**config.mk**
```make
export PLATFORM = sky130hd
export DESIGN_NAME = calc2_port_responder
export DESIGN_NICKNAME = d
export VERILOG_FILES = /design/src/rtl/calc2_port_responder.sv
export SDC_FILE = /design/constraint.sdc
export NUM_CORES = 1
export LEC_CHECK = 0
export BUFFER_PORTS_ARGS = -buffer_cell sky130_fd_sc_hd__clkbuf_2
export CAP_MARGIN = 40
export CELL_PAD_IN_SITES_DETAIL_PLACEMENT = 0
export CELL_PAD_IN_SITES_GLOBAL_PLACEMENT = 1
export CORE_MARGIN = 2
export CORE_UTILIZATION = 50
export CTS_BUF_LIST = sky130_fd_sc_hd__clkbuf_8
export CTS_CLUSTER_SIZE = 40
export DETAILED_ROUTE_END_ITERATION = 8
export PLACE_DENSITY = 0.91
export RECOVER_POWER = 100
export SYNTH_ARGS = -nofsm -noshare
export SYNTH_HDL_FRONTEND = slang
export SYNTH_SLANG_ARGS = --single-unit
```
**constraint.sdc**
```tcl
create_clock -name c_clk -period 5.51 [get_ports c_clk]
set_clock_uncertainty 0.1 [all_clocks]
set_input_delay 1.102 -clock c_clk [delete_from_list [all_inputs] [get_ports c_clk]]
set_output_delay 1.102 -clock c_clk [all_outputs]
set_load 0.02 [all_outputs]
```
**src/rtl/calc2_port_responder.sv**
```systemverilog
// calc2 single-port responder: two-cycle request capture, add/sub/shift, tagged response after LATENCY cycles.
// Optional macro CALC2_SHIFT_OVF_EN: shifts that drop a 1 bit respond with error.
module calc2_port_responder #(
  parameter int unsigned LATENCY = 3,
  parameter int unsigned DEPTH   = 4
) (
  input  logic        c_clk,
  input  logic        reset,
  input  logic [3:0]  req_cmd_in,
  input  logic [31:0] req_data_in,
  input  logic [1:0]  req_tag_in,
  output logic [1:0]  out_resp,
  output logic [31:0] out_data,
  output logic [1:0]  out_tag
);

  localparam int unsigned PW = (DEPTH > 1) ? $clog2(DEPTH) : 1;

  localparam logic [3:0] CMD_ADD = 4'd1;
  localparam logic [3:0] CMD_SUB = 4'd2;
  localparam logic [3:0] CMD_SHL = 4'd5;
  localparam logic [3:0] CMD_SHR = 4'd6;

  localparam logic [1:0] RESP_OK  = 2'b01;
  localparam logic [1:0] RESP_ERR = 2'b10;

  generate
    if (LATENCY < 1 || LATENCY > 8) begin : g_bad_latency
      $fatal(1, "calc2_port_responder: LATENCY must be in 1..8");
    end
    if (DEPTH < (LATENCY + 2) / 2) begin : g_bad_depth
      $fatal(1, "calc2_port_responder: DEPTH must be at least ceil((LATENCY+1)/2)");
    end
  endgenerate

  typedef enum logic {IDLE, OP2} state_t;

  state_t      state, state_nxt;
  logic        capture_en, alloc_en;

  logic [3:0]  cmd_q;
  logic [31:0] op1_q;
  logic [1:0]  tag_q;
  logic [3:0]  mask;

  logic [DEPTH-1:0] ent_valid;
  logic [DEPTH-1:0] ent_own;
  logic [2:0]       ent_cnt  [DEPTH];
  logic [1:0]       ent_resp [DEPTH];
  logic [31:0]      ent_data [DEPTH];
  logic [1:0]       ent_tag  [DEPTH];

  logic [PW-1:0] wr_ptr, rd_ptr, wr_nxt, rd_nxt;
  logic          head_fire;

  logic [32:0] sum;
  logic [4:0]  sh;
  logic [31:0] shl_res, shr_res;
  logic        collide, calc_ok;
  logic [31:0] calc_data;
  logic [1:0]  new_resp;
  logic [31:0] new_data;

  always_ff @(posedge c_clk) begin
    if (reset) state <= IDLE;
    else       state <= state_nxt;
  end

  always_comb begin
    state_nxt  = state;
    capture_en = 1'b0;
    alloc_en   = 1'b0;
    case (state)
      IDLE: begin
        if (req_cmd_in != 4'd0) begin
          capture_en = 1'b1;
          state_nxt  = OP2;
        end
      end
      OP2: begin
        alloc_en  = 1'b1;
        state_nxt = IDLE;
      end
      default: state_nxt = IDLE;
    endcase
  end

  // Result is formed from the captured operand 1 and the live operand 2 in the OP2 cycle.
  always_comb begin
    sum       = {1'b0, op1_q} + {1'b0, req_data_in};
    sh        = req_data_in[4:0];
    shl_res   = op1_q << sh;
    shr_res   = op1_q >> sh;
    collide   = mask[tag_q];
    calc_ok   = 1'b0;
    calc_data = '0;
    case (cmd_q)
      CMD_ADD: begin
        calc_ok   = ~sum[32];
        calc_data = sum[31:0];
      end
      CMD_SUB: begin
        calc_ok   = (req_data_in <= op1_q);
        calc_data = op1_q - req_data_in;
      end
      CMD_SHL: begin
`ifdef CALC2_SHIFT_OVF_EN
        calc_ok = ((shl_res >> sh) == op1_q);
`else
        calc_ok = 1'b1;
`endif
        calc_data = shl_res;
      end
      CMD_SHR: begin
`ifdef CALC2_SHIFT_OVF_EN
        calc_ok = ((shr_res << sh) == op1_q);
`else
        calc_ok = 1'b1;
`endif
        calc_data = shr_res;
      end
      default: begin
        calc_ok   = 1'b0;
        calc_data = '0;
      end
    endcase
    if (calc_ok && !collide) begin
      new_resp = RESP_OK;
      new_data = calc_data;
    end else begin
      new_resp = RESP_ERR;
      new_data = '0;
    end
  end

  always_comb begin
    wr_nxt    = (wr_ptr == PW'(DEPTH - 1)) ? '0 : wr_ptr + PW'(1);
    rd_nxt    = (rd_ptr == PW'(DEPTH - 1)) ? '0 : rd_ptr + PW'(1);
    head_fire = ent_valid[rd_ptr] && (ent_cnt[rd_ptr] == 3'd0);
  end

  // Only the entry that set a mask bit may clear it, so a collided
  // request never releases the tag of the original outstanding one.
  always_ff @(posedge c_clk) begin
    if (reset) begin
      cmd_q     <= '0;
      op1_q     <= '0;
      tag_q     <= '0;
      mask      <= '0;
      ent_valid <= '0;
      ent_own   <= '0;
      wr_ptr    <= '0;
      rd_ptr    <= '0;
      out_resp  <= '0;
      out_data  <= '0;
      out_tag   <= '0;
    end else begin
      out_resp <= '0;
      out_data <= '0;
      out_tag  <= '0;

      if (capture_en) begin
        cmd_q <= req_cmd_in;
        op1_q <= req_data_in;
        tag_q <= req_tag_in;
      end

      for (int unsigned i = 0; i < DEPTH; i++) begin
        if (ent_valid[PW'(i)] && ent_cnt[PW'(i)] != 3'd0)
          ent_cnt[PW'(i)] <= ent_cnt[PW'(i)] - 3'd1;
      end

      if (head_fire) begin
        out_resp          <= ent_resp[rd_ptr];
        out_data          <= ent_data[rd_ptr];
        out_tag           <= ent_tag[rd_ptr];
        ent_valid[rd_ptr] <= 1'b0;
        rd_ptr            <= rd_nxt;
        if (ent_own[rd_ptr]) mask[ent_tag[rd_ptr]] <= 1'b0;
      end

      if (alloc_en) begin
        ent_valid[wr_ptr] <= 1'b1;
        ent_own[wr_ptr]   <= ~collide;
        ent_cnt[wr_ptr]   <= 3'(LATENCY - 1);
        ent_resp[wr_ptr]  <= new_resp;
        ent_data[wr_ptr]  <= new_data;
        ent_tag[wr_ptr]   <= tag_q;
        wr_ptr            <= wr_nxt;
        if (!collide) mask[tag_q] <= 1'b1;
      end
    end
  end

endmodule
```
; Word level (Yosys, flattened, before mapping)
; Memories as Yosys holds them, arrays and structs flattened. A register that Yosys moved wholly into a read port is not among the register bits.
; Index checks and enable logic that the tools add are counted.
[word_totals]
register_bits = 57
ram_bits = 156
inputBits = 40
output_inout_bits = 36
elab_cells = 120
n_memories = 4
[mem_list]
columns = name, words, width, read_ports, rd_clocked_by_memory_dff, wr, line
row1 = ent_data, 4, 32, 1, 1, 1, 50  ; logic [31:0] ent_data [DEPTH];
row2 = ent_cnt, 4, 3, 5, 1, 5, 48  ; logic [2:0] ent_cnt [DEPTH];
row3 = ent_resp, 4, 2, 1, 1, 1, 49  ; logic [1:0] ent_resp [DEPTH];
row4 = ent_tag, 4, 2, 1, 1, 1, 51  ; logic [1:0] ent_tag [DEPTH];
[op_classes]
addsub = 8
order_cmp = 9
n_eq_ne = 6
shifts = 2
mux = 52
n_bitwise = 10
n_reduce_logical = 19
[op_table]
columns = op, n
row1 = $pmux 32 s4, 1
row2 = $add 32x32->33, 1
row3 = $le 32x32->1, 1
row4 = $mux 32, 1
row5 = $mux 4, 8
row6 = $shl 32x5->32, 1
row7 = $shr 32x5->32, 1
row8 = $sub 32x32->32, 1
row9 = $mux 1, 25
row10 = $mux 2, 7
row11 = $lt 2x3->1 const B, 4
row12 = $reduce_bool 3->1, 4
row13 = $sub 3x1->3 const B, 4
row14 = $logic_and 1x1->1, 10
row15 = $and 4x4->4, 2
row16 = $demux 1 s2, 4
row17 = $eq 4x3->1 const B, 2
row18 = $ge 2x1->1 const B, 4
row19 = $not 4->4, 2
row20 = $or 4x4->4, 2
row21 = $bmux 1 s2, 3
row22 = $add 2x1->2 const B, 2
row23 = $bwmux 4, 1
row24 = $eq 2x2->1 const B, 2
row25 = 9 further kinds, 13

; Longest topological paths before layout
; Gate-level depths: netlist of the first run.
[logic_depth]
word_depth = 12
depth_mapped = 16
ltp_nobuf = 13

; Worst setup path before layout of the first run
; OpenSTA, ideal clock, no wires.
[synth_timing]
kind = input to register
start = input req_data_in[2]
end = memory ent_data[0][30], data pin
setup_ns = 0.179
arrival_ns = 4.823
required_ns = 5.231
slack_ns = 0.407
cell_stages = 15
path_buffers = 4
path_cell_list = inv_1 clkbuf_1 buf_1 clkbuf_1 ha_1 buf_2 nand3b_1 a21oi_1 a211o_1 a311o_1 a41o_1 a41oi_2 a221oi_1 or4_1 a21oi_1
[synth_between]
elab_chain_cells = 5
elab_cells_between_ends = 10
classes_between = add/sub (2) / order compare (1) / shift (2) / mux (3) / bitwise (1) / reduce/logical (1)
[synth_lines]
columns = item, line
row1 = start: declaration, 10  ; input logic [31:0] req_data_in,
row2 = $add 32x32->33, 90  ; sum = {1'b0, op1_q} + {1'b0, req_data_in};
row3 = $not 1->1, 99  ; calc_ok = ~sum[32];
row4 = $pmux 1 s3, 97  ; case (cmd_q)
row5 = $logic_and 1x1->1, 127  ; if (calc_ok && !collide) begin
row6 = $mux 32 (*), 127
row7 = net new_data[30], 62  ; logic [31:0] new_data;
row8 = end: declaration, 50
; The timed path passes the listed nets; every way through them passes the cells marked *.

==> summary.txt, run 1 <==
=================================================================================================
Number of buffers added by the clock tree synthesis step                                       42
Worst Setup Start Kind                                                                 input port
Clk root buf                                                                             clkbuf_8
Setup TNS                                                                                    0 ps
Sink Count                                                                                    249
Start point of the critical path                                                            reset
Number of endpoints failing setup at the final stage                                            0
Data arrival time of the critical path                                                    5180 ps
Initial core utilization                                                                    50.6%
FP Rows                                                                                        66
Required time worst endpoint                                                              5890 ps
Number of remaining DRC errors                                                                  0
Core area                                                                               32400 µm²
Worst setup path endpoint                                                            ent_valid[1]$_SDFF_PP0_
DPL Wire Length                                                                          39700 µm
Crit Reg-Reg Endpoint                                                                ent_data[3][12]$_DFFE_PP_
Wire length of the first global-routing pass                                             81000 µm
Share of the core filled with cells                                                         55.2%
CTS H-tree lvls                                                                                 2
Count of inserted antenna diode cells                                                           0
Kind of end point of the critical path                                                       flop
Largest net degree at the start of global routing                                              86
Post-layout total power                                                                   4.92 mW
Antenna violations before repair                                                                1
Fraction of layout instances using a drive strength above 1                                 12.3%
Global-route usage over all layers                                                          31.4%
Transition time at the pin with the least slew margin                                     2410 ps
Worst min path class                                                                      reg2reg
Post-detailed-route via-to-cell ratio                                                        6.32
Gpl congestion                                                                              0.996
Total of buffers placed on input and output ports                                              75
Clk pin slew, worst setup/hold paths                                                        60 ps
Pwr dens                                                                               275 nW/µm²
Post-synth net total                                                                         1871
Count of yosys warnings during synthesis                                                        0
Post-route insts no fill                                                                     2259
Count of endpoints failing hold in the final timing report                                      0
Slew headroom                                                                              -61.5%
Leading cell types in the layout, fill and taps excluded                             nand2_1, a21oi_1, nor2_1
Count of nets left with antenna violations after detail routing                                 0
Drt initial violations                                                                       1687
Violated checks                                                                      capacitance limit, slew limit
Final worst path period share                                                               87.2%
Number of buffers inserted by post-CTS setup repair                                             0
Post-synthesis area per instance                                                         9.36 µm²
Number of hold buffers added after CTS                                                          0
FF-to-FF setup slack                                                                       830 ps
TritonCTS clock tree                                                                         done
Full die area                                                                           34200 µm²
CTS resizes                                                                                     0
Cell area after synthesis                                                               16400 µm²
Number of enable-type register cells in the synthesized netlist                               144
Time the worst path needs with I/O delays and setup                                       4800 ps
Placed instance count                                                                        2181
Cells after Synth                                                                            1748
Worst-path maximum fanout                                                                      40
Number of distinct library cell variants in the gate-level netlist after synthesis             74
Kind of critical path                                                                      in2reg
Clock latency on the worst-skew pair                                                       610 ps
Number of iterations in the first detailed-routing pass                                         8
Unrepaired setup endpoints after global routing                                                no
Final count of pins violating max slew                                                        127
Maximum vdd drop                                                                       0.000163 V
Async set-or-reset flop fraction in the synthesized netlist                                    0%
GR Overflow Total                                                                               0
Max-cap violations                                                                              5
I/O pin cnt                                                                                    76
Wire length per cell after detailed routing                                               23.5 µm
Static leakage power                                                                      6.83 nW
Max Clock Freq                                                                          0.208 GHz
Worst reg2reg startpoint                                                             op1_q[0]$_SDFFE_PP0P_
Number of global-route vias before repair                                                   13518
Commonest non-fill, non-tap cell in the layout                                            nand2_1
X dimension of the die                                                                     185 µm
Fill cell instance count of the final layout                                                 2979
Result of the run                                                                    complete, but fails checks
Growth of design area from synthesis to finish                                              9.24%
Portion of the post-synthesis area used by sequential elements                              39.3%
Vias                                                                                        14286
Final WL                                                                                 53200 µm
FF+latch count, synth                                                                         249
Buffer depth of the longest clock path                                                          3
Die Y-Extent                                                                               185 µm
Prevailing post-synth register cell                                                      edfxtp_1
Number of nets in the layout                                                                 1906
Number of cells traversed by the worst register-to-register path                               13
=================================================================================================
==> layer usage <==
layer  vias to the layer above  share of wire (%)  global-route usage, %  wire length [µm]
li1                       6602                  -                      -                 -
met1                      6856                 43                   43.8             22700
met2                       701                 44                   48.6             23500
met3                       127                8.8                   5.23              4690
met4                         0                4.2                   13.0              2230
met5                         -                  0                      0                 0
==> synth_stat cells (5+ instances only) <==
library cell  count  share of area [%]
nor2_1          153                3.5
nand3_1          25               0.76
mux4_2           61                8.4
edfxtp_1        144                 26
nand2_1         185                4.2
buf_2            21               0.64
o22ai_1          27                1.0
inv_1            84                1.9
or3_1            10               0.38
o221ai_1          6               0.32
o21ai_0          88                2.7
o21bai_1         15               0.69
ha_1             81                6.2
nand4_1           5               0.19
and3_1           41                1.6
or2_2             6               0.23
buf_1            15               0.34
a31o_2            9               0.48
nor3b_1           5               0.23
a211o_1           5               0.27
nor2b_1          11               0.42
o31ai_1          15               0.69
o211ai_1         17               0.78
o31a_1            5               0.27
a21oi_1         177                5.4
a221o_1          11               0.67
nor3_1           33                1.0
a21o_1           22                1.0
clkbuf_1         87                2.0
a311oi_1          7               0.37
nor4_1           12               0.46
dfxtp_1         105                 13
a31oi_1          22               0.84
nand3b_1          8               0.37
and2_1            7               0.27
a211oi_1         29                1.3
a22oi_1          10               0.46
xnor2_1          19                1.0
nand2b_1         22               0.84
o21a_1            6               0.28
mux2_2           14               0.96
a221oi_1          9               0.48
mux2i_1          56                3.4
==> stage by stage <==
stage | hold slack, ps | setup slack (ps) | area (µm²)
4_1_cts | 378 | 1150 | 18000
3_5_place_dp | 371 | 534 | 17200
3_3_place_gp | 362 | 613 | 17100
5_1_grt | 409 | 391 | 17900
6_report | 376 | 705 | 17900
2_1_floorplan | 345 | 407 | 16400
==> state kept, by name, summed over array words and instances (netlist names), named ones only <==
register,flops
mask,4
out_tag,2
out_resp,2
rd_ptr,2
tag_q,2
ent_tag,8
ent_cnt,12
ent_own,4
op1_q,32
ent_data,128
state,1
out_data,32
ent_valid,4
cmd_q,4
ent_resp,8
wr_ptr,2
==> kinds of logic (layout without fill, tap and decap cells) <==
logic type                 Yosys count  after routing  synth area share (%)
adders and majority gates           83             83                  6.44
DFF                                249            249                  39.3
and+or+nand+nor                    535            535                  15.1
buffers and inverters              211            280                  5.05
xor gates and xnor gates            19             19                  1.02
AOI/OAI and AO/OA                  520            520                  20.3
muxes                              131            131                  12.8
==> power by group <==
group          internal, mW  total [mW]  switching (mW)
Combinational         0.432        1.19           0.754
Clock                 0.809        1.56           0.753
Sequential             2.07        2.17           0.103
==> how the worst min path moves through the flow <==
| stage | from | endpoint | cells after the start |
|---|---|---|---|
| floorplan | mask[0]$_SDFF_PP0_ | mask[0]$_SDFF_PP0_ | 2 |
| global placement | mask[0]$_SDFF_PP0_ | mask[0]$_SDFF_PP0_ | 2 |
| detailed placement | mask[0]$_SDFF_PP0_ | mask[0]$_SDFF_PP0_ | 2 |
| CTS | mask[0]$_SDFF_PP0_ | mask[0]$_SDFF_PP0_ | 2 |
| global route | mask[0]$_SDFF_PP0_ | mask[0]$_SDFF_PP0_ | 2 |
| finish | mask[0]$_SDFF_PP0_ | mask[0]$_SDFF_PP0_ | 2 |
==> layout make-up <==
class	instances	area (µm²)	area share, %
clock buffers	45	619	3.46
clock inverters	33	175	0.980
inverters	87	327	1.83
multi-input cells	1288	9120	51.0
flip-flops and latches	249	6430	36.0
well taps	442	553	3.09
repair buffers	115	656	3.67
==> critical path, cell delays in order <==
cell and delay (ps):
clkbuf_1 1050, clkbuf_1 1440, nor2_1 410, clkbuf_2 670
a31o_2 450
Note: power is estimated with default switching activity, not from simulation.
==> run 2: changes to the inputs <==
Settings changed: CELL_PAD_IN_SITES_DETAIL_PLACEMENT 0 to unset, CELL_PAD_IN_SITES_GLOBAL_PLACEMENT 1 to unset, CORE_UTILIZATION 50 to 60, PLACE_DENSITY 0.91 to 0.87.
==> summary.txt, run 2 (same netlist as run 1, synthesis figures left out) <==
===============================================================================
Number of cells traversed by the worst register-to-register path             13   unchanged
Kind of end point of the critical path                                     flop   unchanged
Count of inserted antenna diode cells                                         0   unchanged
Drt initial violations                                                     1943   was 1687
Number of flip-flops in the largest register                                128   unchanged
Clk root buf                                                           clkbuf_8   unchanged
Data arrival time of the critical path                                  4900 ps   was 5180 ps
GR Overflow Total                                                             0   unchanged
Unrepaired setup endpoints after global routing                              no   unchanged
Number of iterations in the first detailed-routing pass                       7   was 8
X dimension of the die                                                   169 µm   was 185 µm
Final WL                                                               57200 µm   was 53200 µm
Worst Setup Start Kind                                               input port   unchanged
Final worst path period share                                             85.8%   was 87.2%
Result of the run                                                  complete, but fails checks   unchanged
Required time worst endpoint                                            5680 ps   was 5890 ps
Largest net degree at the start of global routing                            86   unchanged
I/O pin cnt                                                                  76   unchanged
Count of nets left with antenna violations after detail routing               0   unchanged
Time the worst path needs with I/O delays and setup                     4730 ps   was 4800 ps
Core area                                                             26900 µm²   was 32400 µm²
Max-cap violations                                                            6   was 5
Fill cell instance count of the final layout                               2185   was 2979
CTS H-tree lvls                                                               2   unchanged
Vias                                                                      14842   was 14286
Transition time at the pin with the least slew margin                   2560 ps   was 2410 ps
Clock latency on the worst-skew pair                                     590 ps   was 610 ps
Count of endpoints failing hold in the final timing report                    0   unchanged
Die Y-Extent                                                             169 µm   was 185 µm
Final design instance area without fill                               17800 µm²   was 17900 µm²
Commonest non-fill, non-tap cell in the layout                          nand2_1   unchanged
Clk pin slew, worst setup/hold paths                                      60 ps   about the same
Number of global-route vias before repair                                 13948   was 13518
Fraction of layout instances using a drive strength above 1               12.1%   was 12.3%
Kind of critical path                                                    in2reg   unchanged
Leading cell types in the layout, fill and taps excluded           nand2_1, a21oi_1, nor2_1   unchanged
Pwr dens                                                             286 nW/µm²   was 275 nW/µm²
Slew headroom                                                            -70.5%   was -61.5%
Violated checks                                                    capacitance limit, slew limit   unchanged
Worst-path maximum fanout                                                    12   was 40
Setup TNS                                                                  0 ps   unchanged
Sink Count                                                                  249   unchanged
Number of remaining DRC errors                                                0   unchanged
Maximum vdd drop                                                     0.000211 V   was 0.000163 V
Final count of pins violating max slew                                      188   was 127
Static leakage power                                                    6.85 nW   was 6.83 nW
DPL Wire Length                                                        41800 µm   was 39700 µm
Wire length of the first global-routing pass                           85800 µm   was 81000 µm
CTS resizes                                                                   0   unchanged
Number of hold buffers added after CTS                                        0   unchanged
FP Rows                                                                      60   was 66
Max Clock Freq                                                        0.211 GHz   was 0.208 GHz
Number of buffers inserted by post-CTS setup repair                           0   unchanged
Initial core utilization                                                  60.9%   was 50.6%
Wire length per cell after detailed routing                             26.5 µm   was 23.5 µm
Number of buffers added by the clock tree synthesis step                     42   unchanged
Full die area                                                         28600 µm²   was 34200 µm²
TritonCTS clock tree                                                       done   unchanged
Instance area at placement                                            17100 µm²   was 17200 µm²
Register with the most flip-flops                                      ent_data   unchanged
Antenna violations before repair                                              0   was 1
FF-to-FF setup slack                                                     830 ps   about the same
Worst min path class                                                    reg2reg   unchanged
Global-route usage over all layers                                        39.7%   was 31.4%
Post-detailed-route via-to-cell ratio                                      6.88   was 6.32
Worst hold path stage count                                                   2   unchanged
Total of buffers placed on input and output ports                            75   unchanged
Number of endpoints failing setup at the final stage                          0   unchanged
Growth of design area from synthesis to finish                            8.72%   was 9.24%
Number of nets in the layout                                               1905   was 1906
Registers with the most flip-flops                                 ent_data: 128 flops, op1_q: 32 flops, out_data: 32 flops   unchanged
Gpl congestion                                                             1.11   was 0.996
Buffer depth of the longest clock path                                        3   unchanged
===============================================================================
[run 2: cell count changes in the layout (fill, tap and decap cells not counted), sizes merged]
cell	delta
buf	-3
bufinv	+3
clkbuf	-1
clkinv	-8
clkinvlp	+2
inv	+6
[run 2: area by class of cell]
class / instances / area [µm²] / area share (%)
Clock buffer: 42 / 578 / 3.25
Timing Repair Buffer: 114 / 636 / 3.57
Clock inverter: 36 / 277 / 1.55
Sequential cell: 249 / 6430 / 36.1
Multi-Input combinational cell: 1288 / 9120 / 51.3
Tap cell: 341 / 427 / 2.40
Inverter: 87 / 327 / 1.84
[run 2: final timing paths]
kind / start / to
min reg2reg: mask[3]$_SDFF_PP0_ / mask[3]$_SDFF_PP0_
max: req_data_in[0] / ent_data[0][7]$_DFFE_PP_
max reg2reg: op1_q[0]$_SDFFE_PP0P_ / ent_data[0][7]$_DFFE_PP_
min: mask[3]$_SDFF_PP0_ / mask[3]$_SDFF_PP0_
[run 2: critical path, stage by stage]
cell and delay (ps):
clkbuf_2 130, ha_1 160, inv_1 50, fa_1 410
o21bai_1 190, nand3b_1 120, a211oi_1 280, o311ai_0 240
a31oi_1 520, a31oi_1 280, o21ai_0 230, a31o_1 380
clkbuf_1 540, a21oi_1 240
[run 2: report_power, final]
group	switching, mW	internal, mW	leakage, nW
logic	0.776	0.429	4.16
registers	0.112	2.07	2.20
clock network	0.799	0.911	0.491
total	1.69	3.41	6.85
[run 2: metrics by stage]
step	hold slack, ps	power, mW	setup WS, ps	util [%]	cells
finish	382	5.09	780	66.2	2157
global route	425	5.28	403	66.2	2157
CTS	380	5.07	1200	66.8	2157
detailed placement	370	3.37	649	63.6	2079
global placement	354	3.33	684	63.2	2074
floorplan	345	2.98	407	-	1748
[run 2: metal layers]
metal | up-vias | share of wire [%] | GRT usage [%]
li1 | 6626 | - | -
met1 | 7116 | 40 | 53.7
met2 | 918 | 44 | 61.7
met3 | 182 | 10 | 7.98
met4 | 0 | 5.7 | 19.0
met5 | - | 0 | 0
==> run 3: changes to the inputs <==
Settings changed: ABC_AREA set to 1, TNS_END_PERCENT set to 5.
Clock period 5.51 ns to 5.2 ns, I/O delays scaled along.
==> summary.txt, run 3 <==
=================================================================================================
Leading area contributor after synthesis                                                 edfxtp_1   unchanged
Largest net degree at the start of global routing                                              75   was 86
Number of buffers added by the clock tree synthesis step                                       42   unchanged
GR Util met2                                                                                61.7%   about the same
Share of the core filled with cells                                                         64.7%   was 66.2%
Cells after Synth                                                                            2713   was 1748
Number of remaining DRC errors                                                                  0   unchanged
Number of enable-type register cells in the synthesized netlist                               144   unchanged
Met3 layer usage reported by global route                                                   6.36%   was 7.98%
Most common library cells after synthesis                                            nand2_1, nor2_1, inv_1   was nand2_1, a21oi_1, nor2_1
Clock latency on the worst-skew pair                                                       610 ps   was 590 ps
Worst min path class                                                                      reg2reg   unchanged
Clk root buf                                                                             clkbuf_8   unchanged
Time the worst path needs with I/O delays and setup                                       4340 ps
Global-route usage over all layers                                                          37.9%   was 39.7%
Core area                                                                               29600 µm²   was 26900 µm²
Worst Setup Start Kind                                                                 input port   unchanged
Slew headroom                                                                              -55.7%   was -70.5%
Full die area                                                                           31500 µm²   was 28600 µm²
Fill cell instance count of the final layout                                                 2790   was 2185
Post-synthesis area per instance                                                         6.65 µm²   was 9.36 µm²
FF+latch count, synth                                                                         249   unchanged
Prevailing post-synth register cell                                                      edfxtp_1   unchanged
Die Y-Extent                                                                               177 µm   was 169 µm
Worst-case setup margin in the final layout                                                863 ps   was 780 ps
Static leakage power                                                                      9.10 nW   was 6.85 nW
GRT met1 Usage                                                                              49.5%   was 53.7%
Top cells by area in the synthesized netlist                                         edfxtp_1, nand2_1, dfxtp_1, nand3_1, nor2_1   was edfxtp_1, dfxtp_1, mux4_2, ha_1, a21oi_1
Setup TNS                                                                                    0 ps   unchanged
Async set-or-reset flop fraction in the synthesized netlist                                    0%   unchanged
Clk pin slew, worst setup/hold paths                                                        60 ps   about the same
Registers with the most flip-flops                                                   ent_data: 128 flops, op1_q: 32 flops, out_data: 32 flops   unchanged
Portion of the post-synthesis area used by sequential elements                              35.6%   was 39.3%
Max-cap violations                                                                              6   unchanged
Pwr dens                                                                               301 nW/µm²   was 286 nW/µm²
FP Rows                                                                                        63   was 60
Buffer depth of the longest clock path                                                          3   unchanged
Final worst path period share                                                               83.4%
Wire length of the first global-routing pass                                             91800 µm   was 85800 µm
Required time worst endpoint                                                              5460 ps   was 5680 ps
Post-synth net total                                                                         2836   was 1871
Unrepaired setup endpoints after global routing                                                no   unchanged
Number of buffers inserted by post-CTS setup repair                                             0   unchanged
Result of the run                                                                    complete, but fails checks   unchanged
Drt initial violations                                                                       2316   was 1943
Leading cell types in the layout, fill and taps excluded                             nand2_1, nor2_1, inv_1   was nand2_1, a21oi_1, nor2_1
Register with the most flip-flops                                                        ent_data   unchanged
Total of buffers placed on input and output ports                                              75   unchanged
Kind of end point of the critical path                                                       flop   unchanged
Count of nets left with antenna violations after detail routing                                 0   unchanged
Most frequently used cell type in the post-synthesis netlist                              nand2_1   unchanged
Number of hold buffers added after CTS                                                          0   unchanged
Final WL                                                                                 59800 µm   was 57200 µm
Maximum vdd drop                                                                       0.000208 V   was 0.000211 V
CTS H-tree lvls                                                                                 2   unchanged
X dimension of the die                                                                     177 µm   was 169 µm
Number of nets in the layout                                                                 2855   was 1905
Commonest non-fill, non-tap cell in the layout                                            nand2_1   unchanged
Data arrival time of the critical path                                                    4600 ps   was 4900 ps
FF-to-FF setup slack                                                                      1470 ps   was 830 ps
Count of inserted antenna diode cells                                                           0   unchanged
Kind of critical path                                                                      in2reg   unchanged
Sink Count                                                                                    249   unchanged
Area share of the leading cell type in the synthesized netlist                              24.0%   was 26.4%
Gpl congestion                                                                               1.02   was 1.11
Number of endpoints failing setup at the final stage                                            0   unchanged
Number of flip-flops in the largest register                                                  128   unchanged
Transition time at the pin with the least slew margin                                     2340 ps   was 2560 ps
CTS resizes                                                                                     0   unchanged
Antenna violations before repair                                                                2   was 0
Initial core utilization                                                                    60.9%   about the same
Final count of pins violating max slew                                                        178   was 188
Growth of design area from synthesis to finish                                              6.20%   was 8.72%
Count of yosys warnings during synthesis                                                        0   unchanged
Number of distinct library cell variants in the gate-level netlist after synthesis             48   was 74
I/O pin cnt                                                                                    76   unchanged
Vias                                                                                        18387   was 14842
Post-detailed-route via-to-cell ratio                                                        5.83   was 6.88
Number of iterations in the first detailed-routing pass                                         7   unchanged
Dpl ws                                                                                    1050 ps   was 649 ps
Number of global-route vias before repair                                                   17117   was 13948
Wire length per cell after detailed routing                                               18.9 µm   was 26.5 µm
Cell area after synthesis                                                               18000 µm²   was 16400 µm²
Max Clock Freq                                                                          0.231 GHz
GR Overflow Total                                                                               0   unchanged
Worst-path maximum fanout                                                                      45   was 12
Highest-utilization routing layer at the global route stage                                  met2   unchanged
Count of endpoints failing hold in the final timing report                                      0   unchanged
Violated checks                                                                      capacitance limit, slew limit   unchanged
TritonCTS clock tree                                                                         done   unchanged
Fraction of layout instances using a drive strength above 1                                 6.40%   was 12.1%
DPL Wire Length                                                                          44900 µm   was 41800 µm
=================================================================================================
run 3: changes by cell type in the layout (fill, tap and decap cells not counted), sizes merged, moves of 21 or more:
| cell | previous run | this run |
|---|---|---|
| nand2 | 185 | 701 |
| nand3 | 25 | 325 |
| inv | 105 | 349 |
| nor2 | 153 | 385 |
| o21ai | 88 | 197 |
| mux4 | 61 | 0 |
| mux2i | 56 | 0 |
| and3 | 41 | 5 |
| a211oi | 29 | 1 |
| o22ai | 27 | 1 |
| nand2b | 22 | 0 |
| a21o | 22 | 1 |
| nand4 | 5 | 26 |
run 3: logic make-up (layout without fill, tap and decap cells):
group / after synthesis / in the layout / share of synthesized area [%]
AOI/OAI and AO/OA: 437 / 437 / 13.1
buffers and inverters: 470 / 523 / 10.7
adders and majority gates: 83 / 83 / 5.84
DFF: 249 / 249 / 35.6
and+or+nand+nor: 1474 / 1474 / 34.7
run 3: report_power, final:
part,total [mW],switching [mW],leakage (nW),internal [mW]
Combinational,1.70,1.21,6.42,0.483
Clock,1.76,0.854,0.471,0.901
Sequential,2.32,0.111,2.21,2.21
Total,5.77,2.18,9.10,3.59
run 3: path summary, 6_finish.rpt:
check	endpoint	startpoint	depth (start not counted)
max	ent_data[2][18]$_DFFE_PP_	req_data_in[0]	12
min	ent_cnt[3][1]$_SDFFE_PP1P_	ent_cnt[3][1]$_SDFFE_PP1P_	2
max reg2reg	out_resp[0]$_SDFF_PP0_	rd_ptr[0]$_SDFFE_PP0P_	7
min reg2reg	ent_cnt[3][1]$_SDFFE_PP1P_	ent_cnt[3][1]$_SDFFE_PP1P_	2
run 3: worst max-delay path, cell delays in order:
cell	delay, ps
clkbuf_1	980
inv_4	460
ha_1	500
nand2_1	60
nor2_1	120
nand3_1	160
nand3_1	170
nand2_2	60
a21oi_1	330
o21ai_4	90
buf_4	270
nor2_1	330
run 3: layout make-up:
type	count	area [µm²]	area share, %
well taps	390	488	2.55
repair buffers	105	543	2.83
clock inverters	31	200	1.04
clock buffers	47	647	3.37
inverters	340	1280	6.67
multi-input cells	1994	9590	50.0
flip-flops and latches	249	6430	33.5
run 3: per-stage QoR:
step / hold WS [ps] / cell area, µm² / total power, mW / cells
floorplan: 343 / 18000 / 3.54 / 2713
global placement: 353 / 18500 / 3.96 / 3075
finish: 382 / 19200 / 5.77 / 3156
global route: 414 / 19200 / 6.08 / 3156
CTS: 378 / 19400 / 5.78 / 3156
detailed placement: 365 / 18600 / 4.02 / 3078
run 3: layer usage:
metal  vias up  part of all wire [%]  routed length (µm)
li1       8884                     -                   -
met1      8307                    40               23700
met2      1019                    46               27500
met3       173                   9.8                5860
met4         4                   4.5                2710
met5         -                 0.040                  24
